==> src/rtl/spi_reg_bridge.sv <==
`default_nettype none
// ============================================================================
// Module      : spi_reg_bridge
// Description : Command/register stage behind an SPI slave byte receiver.
//               Each SSEL frame starts with a command byte (bit 7 = read,
//               low bits = start address), then streams write data into or
//               read data out of a 2**ADDR_W x 8 register file. The address
//               auto-increments and wraps. A sideband read port and a
//               write-notify strobe are provided for on-chip logic.
//               Optional macro SPI_REG_ID_EN: address 0 becomes a read-only
//               ID register returning ID_VALUE.
// Revision    : 1.0 - initial release
// ============================================================================
module spi_reg_bridge #(
    parameter int                 ADDR_W   = 4,
    parameter int                 DATA_W   = 8,
    parameter logic [DATA_W-1:0]  ID_VALUE = 8'hA5
) (
    input  logic              clk,
    input  logic              PRESET,
    input  logic              SSEL,
    input  logic [DATA_W-1:0] rx_byte,
    input  logic              rx_valid,
    output logic [DATA_W-1:0] tx_byte,
    output logic              tx_load,
    input  logic [ADDR_W-1:0] cfg_addr,
    output logic [DATA_W-1:0] cfg_rdata,
    output logic              wr_pulse,
    output logic [ADDR_W-1:0] wr_addr,
    output logic [DATA_W-1:0] wr_data,
    output logic              busy
);

`ifdef SPI_REG_ID_EN
    localparam logic c_ID_EN = 1'b1;
`else
    localparam logic c_ID_EN = 1'b0;
`endif

    localparam int         c_NREG     = 2**ADDR_W;
    localparam logic [1:0] c_ST_IDLE  = 2'd0;
    localparam logic [1:0] c_ST_CMD   = 2'd1;
    localparam logic [1:0] c_ST_WRITE = 2'd2;
    localparam logic [1:0] c_ST_READ  = 2'd3;

    logic              r_ssel_meta;
    logic              r_ssel_sync;
    logic              r_ssel_act_d;
    logic              w_ssel_act;
    logic              w_open;
    logic              w_close;

    logic [1:0]        r_state;
    logic [ADDR_W-1:0] r_addr;
    logic [DATA_W-1:0] r_regs [c_NREG];
    logic [DATA_W-1:0] r_tx_byte;
    logic              r_tx_load;
    logic              r_wr_pulse;
    logic [ADDR_W-1:0] r_wr_addr;
    logic [DATA_W-1:0] r_wr_data;

    logic [ADDR_W-1:0] w_cmd_addr;
    logic [ADDR_W-1:0] w_addr_inc;
    logic [DATA_W-1:0] w_rd_cmd;
    logic [DATA_W-1:0] w_rd_inc;
    logic              w_wr_blocked;

    assign w_ssel_act   = ~r_ssel_sync;
    assign w_open       = w_ssel_act & ~r_ssel_act_d;
    assign w_close      = ~w_ssel_act & r_ssel_act_d;
    assign w_cmd_addr   = rx_byte[ADDR_W-1:0];
    assign w_addr_inc   = r_addr + 1'b1;
    assign w_wr_blocked = c_ID_EN && (r_addr == '0);

    // Read muxes: command start address, next streamed address, sideband port
    always_comb begin
        w_rd_cmd  = r_regs[w_cmd_addr];
        w_rd_inc  = r_regs[w_addr_inc];
        cfg_rdata = r_regs[cfg_addr];
        if (c_ID_EN && (w_cmd_addr == '0)) w_rd_cmd  = ID_VALUE;
        if (c_ID_EN && (w_addr_inc == '0)) w_rd_inc  = ID_VALUE;
        if (c_ID_EN && (cfg_addr   == '0)) cfg_rdata = ID_VALUE;
    end

    // Two-flop SSEL synchronizer (idle high) plus edge-detect history
    always_ff @(posedge clk) begin
        if (PRESET) begin
            r_ssel_meta  <= 1'b1;
            r_ssel_sync  <= 1'b1;
            r_ssel_act_d <= 1'b0;
        end else begin
            r_ssel_meta  <= SSEL;
            r_ssel_sync  <= r_ssel_meta;
            r_ssel_act_d <= w_ssel_act;
        end
    end

    // Frame FSM, register file and registered strobes; frame close beats rx_valid
    always_ff @(posedge clk) begin
        if (PRESET) begin
            r_state    <= c_ST_IDLE;
            r_addr     <= '0;
            r_tx_byte  <= '0;
            r_tx_load  <= 1'b0;
            r_wr_pulse <= 1'b0;
            r_wr_addr  <= '0;
            r_wr_data  <= '0;
            for (int i = 0; i < c_NREG; i++) r_regs[i] <= '0;
        end else begin
            r_tx_load  <= 1'b0;
            r_wr_pulse <= 1'b0;
            if (w_close) begin
                r_state <= c_ST_IDLE;
                r_addr  <= '0;
            end else begin
                case (r_state)
                    c_ST_IDLE: begin
                        if (w_open) r_state <= c_ST_CMD;
                    end
                    c_ST_CMD: begin
                        if (rx_valid) begin
                            r_addr <= w_cmd_addr;
                            if (rx_byte[DATA_W-1]) begin
                                r_state   <= c_ST_READ;
                                r_tx_load <= 1'b1;
                                r_tx_byte <= w_rd_cmd;
                            end else begin
                                r_state <= c_ST_WRITE;
                            end
                        end
                    end
                    c_ST_WRITE: begin
                        if (rx_valid) begin
                            r_addr <= w_addr_inc;
                            if (!w_wr_blocked) begin
                                r_regs[r_addr] <= rx_byte;
                                r_wr_pulse     <= 1'b1;
                                r_wr_addr      <= r_addr;
                                r_wr_data      <= rx_byte;
                            end
                        end
                    end
                    c_ST_READ: begin
                        // Incoming byte is a dummy; only its arrival matters
                        if (rx_valid) begin
                            r_addr    <= w_addr_inc;
                            r_tx_load <= 1'b1;
                            r_tx_byte <= w_rd_inc;
                        end
                    end
                    default: r_state <= c_ST_IDLE;
                endcase
            end
        end
    end

    assign tx_byte  = r_tx_byte;
    assign tx_load  = r_tx_load;
    assign wr_pulse = r_wr_pulse;
    assign wr_addr  = r_wr_addr;
    assign wr_data  = r_wr_data;
    assign busy     = (r_state != c_ST_IDLE);

endmodule
`default_nettype wire

==> config.mk <==
export PLATFORM = sky130hd
export DESIGN_NAME = spi_reg_bridge
export DESIGN_NICKNAME = d
export VERILOG_FILES = /design/src/rtl/spi_reg_bridge.sv
export SDC_FILE = /design/constraint.sdc
export NUM_CORES = 1
export LEC_CHECK = 0
export ABC_CLOCK_PERIOD_IN_PS = 3610
export BUFFER_PORTS_ARGS = -buffer_cell sky130_fd_sc_hd__buf_2
export CAP_MARGIN = 40
export CORE_ASPECT_RATIO = 1.75
export CORE_MARGIN = 2
export CORE_UTILIZATION = 30
export CTS_CLUSTER_DIAMETER = 80
export CTS_CLUSTER_SIZE = 40
export DETAILED_ROUTE_END_ITERATION = 8
export GPL_TIMING_DRIVEN = 0
export PLACE_DENSITY = 0.52
export SLEW_MARGIN = 20
export SYNTH_ARGS = -nofsm -noshare
export SYNTH_HDL_FRONTEND = slang
export SYNTH_SLANG_ARGS = --single-unit
==> constraint.sdc <==
create_clock -name clk -period 3.61 [get_ports clk]
set_input_delay 0.1805 -clock clk [delete_from_list [all_inputs] [get_ports clk]]
set_output_delay 0.1805 -clock clk [all_outputs]
set_load 0.01 [all_outputs]
==> results.yml <==
floorplan:
  dieArea_um2: 32630
  die_h_um: 237.5
  start_util_pct: 30.40
  ioPinCount: 47
  coreArea_um2: 30740
  die_x_um: 137.4
  rows: 85
place:
  gp_congestion: 0.8927
  hpwl_mm: 24.11
  io_buffer_count: 39
critical_path:
  slowest_stage: "buf_4"
  start_kind: "flip-flop"
  max_stage_delay_ns: 0.40
  worstSetupPathType: "flip-flop to flip-flop"
  cp_data_required_time_ns: 3.97
  critPathMostFrequentCell: "buf_2"
  path_cells: "buf_4 -> inv_1 -> ha_1 -> buf_2 -> buf_2 -> buf_2 -> mux4_2 -> nand2_1 -> nand3_1 -> a32o_1"
  cp_data_arrival_time_ns: 3.62
  worstPathMaxFanout: 18
  cp-end-kind: "flip-flop"
yosys:
  synth_area_leader_cell: "edfxtp_1"
  synthArstFlopShare_pct: 0
  ys_ff_latch: 159
  synth_area_leaders: "edfxtp_1 41%, mux4_2 12%, mux2i_1 8.5%"
  synth-simple-area-share_pct: 15.60
  synth_fp_nets: 738
  synthesis.instances: 718
  synthXorXnorAreaFrac_pct: 0.2812
  yosys_warnings: 0
  synth-main-ff-cell: "edfxtp_1"
  synth_compound_area_share_pct: 5.289
  yosys-top-cells-count: "128 x edfxtp_1, 114 x and2_1, 79 x mux2i_1"
  synth_edf_count: 128
  syn_area_um2: 9344
  yosysMostFrequentCell: "edfxtp_1"
  synthAdderAreaFrac_pct: 0.5356
  seq_area_frac_synth_pct: 47.78
  synth.distinct_cells: 43
  synthMuxAreaShare_pct: 26.78
  yosysTopAreaCellShare_pct: 41.14
  synth_top_family_by_area: "multiplexers"
  synth.avg_cell_area_um2: 13.01
global_routing:
  grt_use_total_pct: 20.75
  antenna_found_initial: 0
  grt-ovfl-total: 0
  grt_pass1_vias: 6747
  grt_max_degree: 17
  grt_pass1_wl_mm: 46.40
sta:
  setup_viol: 0
  tns_ns: 0
  fin_hold_ws_ns: 0.02241
  rsz0062_at_grt: "false"
  fin_crit_sh_pct: 90.35
  worst_pin_slew_ns: 0.8903
  slew_headroom_pct: 40.43
  maxSlewViolCount: 0
  fin_skew_ns: 0.01453
  timing.final.hold_violations: 0
  layout_min_cycle_time_ns: 3.262
  fmax_mhz: 306.6
clock_network:
  cts_inserted_buffers: 17
  insertion_delay_ns: 0.46
  clk_pin_slew_worst_paths_ns: 0.08
  max-clock-path-buffers: 2
  cts_tree: "yes"
  clock-root-buffer: "clkbuf_16"
  ctsHtreeMaxLevel: 4
  clock_sinks: 159
  cts.repair.resized: 0
pwr:
  p_int_uw: 3298
  ir_worst_vdd_uv: 364.0
  p_leak_uw: 0.003971
  p_per_area_nw_per_um2: 420.9
  power_switching_uw: 1177
  pwr-share-seq_pct: 46.4
  power_frac_comb_pct: 13.0
  clkPwrFrac_pct: 40.5
  netSwitchingFraction_pct: 26.31
detailed_routing:
  first_pass_iters: 4
  ant_nets: 0
  wirelength_mm: 32.56
  routed_via_density: 5.454
  drt-initial-drc-count: 385
  post-route-drc-count: 0
  vias: 6458
  wire_per_inst_um: 27.50
min_path:
  hp-class: "input port to flip-flop"
finish:
  area_delta_synth_final_pct: 13.78
  antenna_cells: 0
  drive_gt1_share_pct: 21.56
  fin_nets: 800
outcome:
  outcome: "finished clean"
job:
  max_cap_violations: 0
-- final timing paths --
check	to	startpoint	slack, ns	cells past startpoint
hold / removal	wr_data[3]$_SDFFE_PP0P_	rx_byte[3]	0.02	3
setup reg to reg	tx_byte[2]$_SDFFE_PP0P_	r_addr[0]$_SDFFE_PP0P_	0.35	10
setup / recovery	tx_byte[2]$_SDFFE_PP0P_	r_addr[0]$_SDFFE_PP0P_	0.35	10
hold reg to reg	r_ssel_sync$_SDFF_PP1_	r_ssel_meta$_SDFF_PP1_	0.42	1
-- placed cells by master, fill, tap and decap left out, drive strengths merged, types with 31 or more instances in the layout --
cell and n:
edfxtp 128, and2 114, mux2i 79, buf 77, mux4 72, clkbuf 47
nand2 42, nor2 35, a22oi 32, dfxtp 31
-- timing repair --
item,CTS,global route
hold buffers,1,0
hold endpoints to repair,1,0
buffers inserted,0,0
endpoints found under the setup margin,0,4
-- cell families after synthesis --
kind of cell / count (synthesis)
simple gates: 266
flops: 159
mux: 151
compound gates: 70
buf+inv: 65
fa+ha+maj: 4
xor+xnor: 3
-- through the flow --
stage	setup WS, ns	area (µm²)	cells	util [%]	total power (µW)
floorplan	1.080	9344	718	-	2472
detailed placement	0.02671	10050	1151	32.69	2701
global route	0.1965	10630	1184	34.59	4586
finish	0.3483	10630	1184	34.59	4475
CTS	0.01373	10630	1184	34.57	4488
global placement	0.003881	10030	1148	32.63	2694
-- flip-flops by register name, indices dropped and copies added (netlist names) --
register      cells
r_addr            4
r_regs          128
r_ssel_act_d      1
r_ssel_meta       1
r_ssel_sync       1
r_state           2
tx_byte           8
tx_load           1
wr_addr           4
wr_data           8
wr_pulse          1
-- power groups by stage --
stage	registers [µW]	logic, µW	clock network (µW)
after CTS	2080	586	1820
after global routing	2080	613	1890
after floorplan	2100	374	0
final	2080	584	1810
after global placement	2110	581	0
after detailed placement	2120	584	0
-- layer usage --
layer	wire length, µm	vias up	GRT usage [%]
met1	11760	3267	22.32
met2	17260	242	36.80
met3	1254	76	2.730
li1	-	2873	-
met4	2282	0	14.43
met5	0	-	0
-- layout make-up --
| type | count | area [µm²] |
|---|---|---|
| tap | 391 | 489.2 |
| clock inverter | 11 | 116.4 |
| fill | 2992 | 20100 |
| multi-input combinational | 494 | 4531 |
| timing repair buffer | 44 | 236.5 |
| buffer | 60 | 329.1 |
| sequential | 159 | 4464 |
| clock buffer | 21 | 450.4 |
| inverter | 4 | 15.01 |
-- critical path, delay by kind of cell, from the launching register on --
kind                       cells  cell delay (ns)
buffers and inverters          5             1.59
muxes                          1             0.36
DFF                            1             0.35
adders and majority gates      1             0.31
AOI/OAI and AO/OA              1             0.29
and+or+nand+nor                2             0.25
No activity file was read; power rests on OpenSTA's default activity.
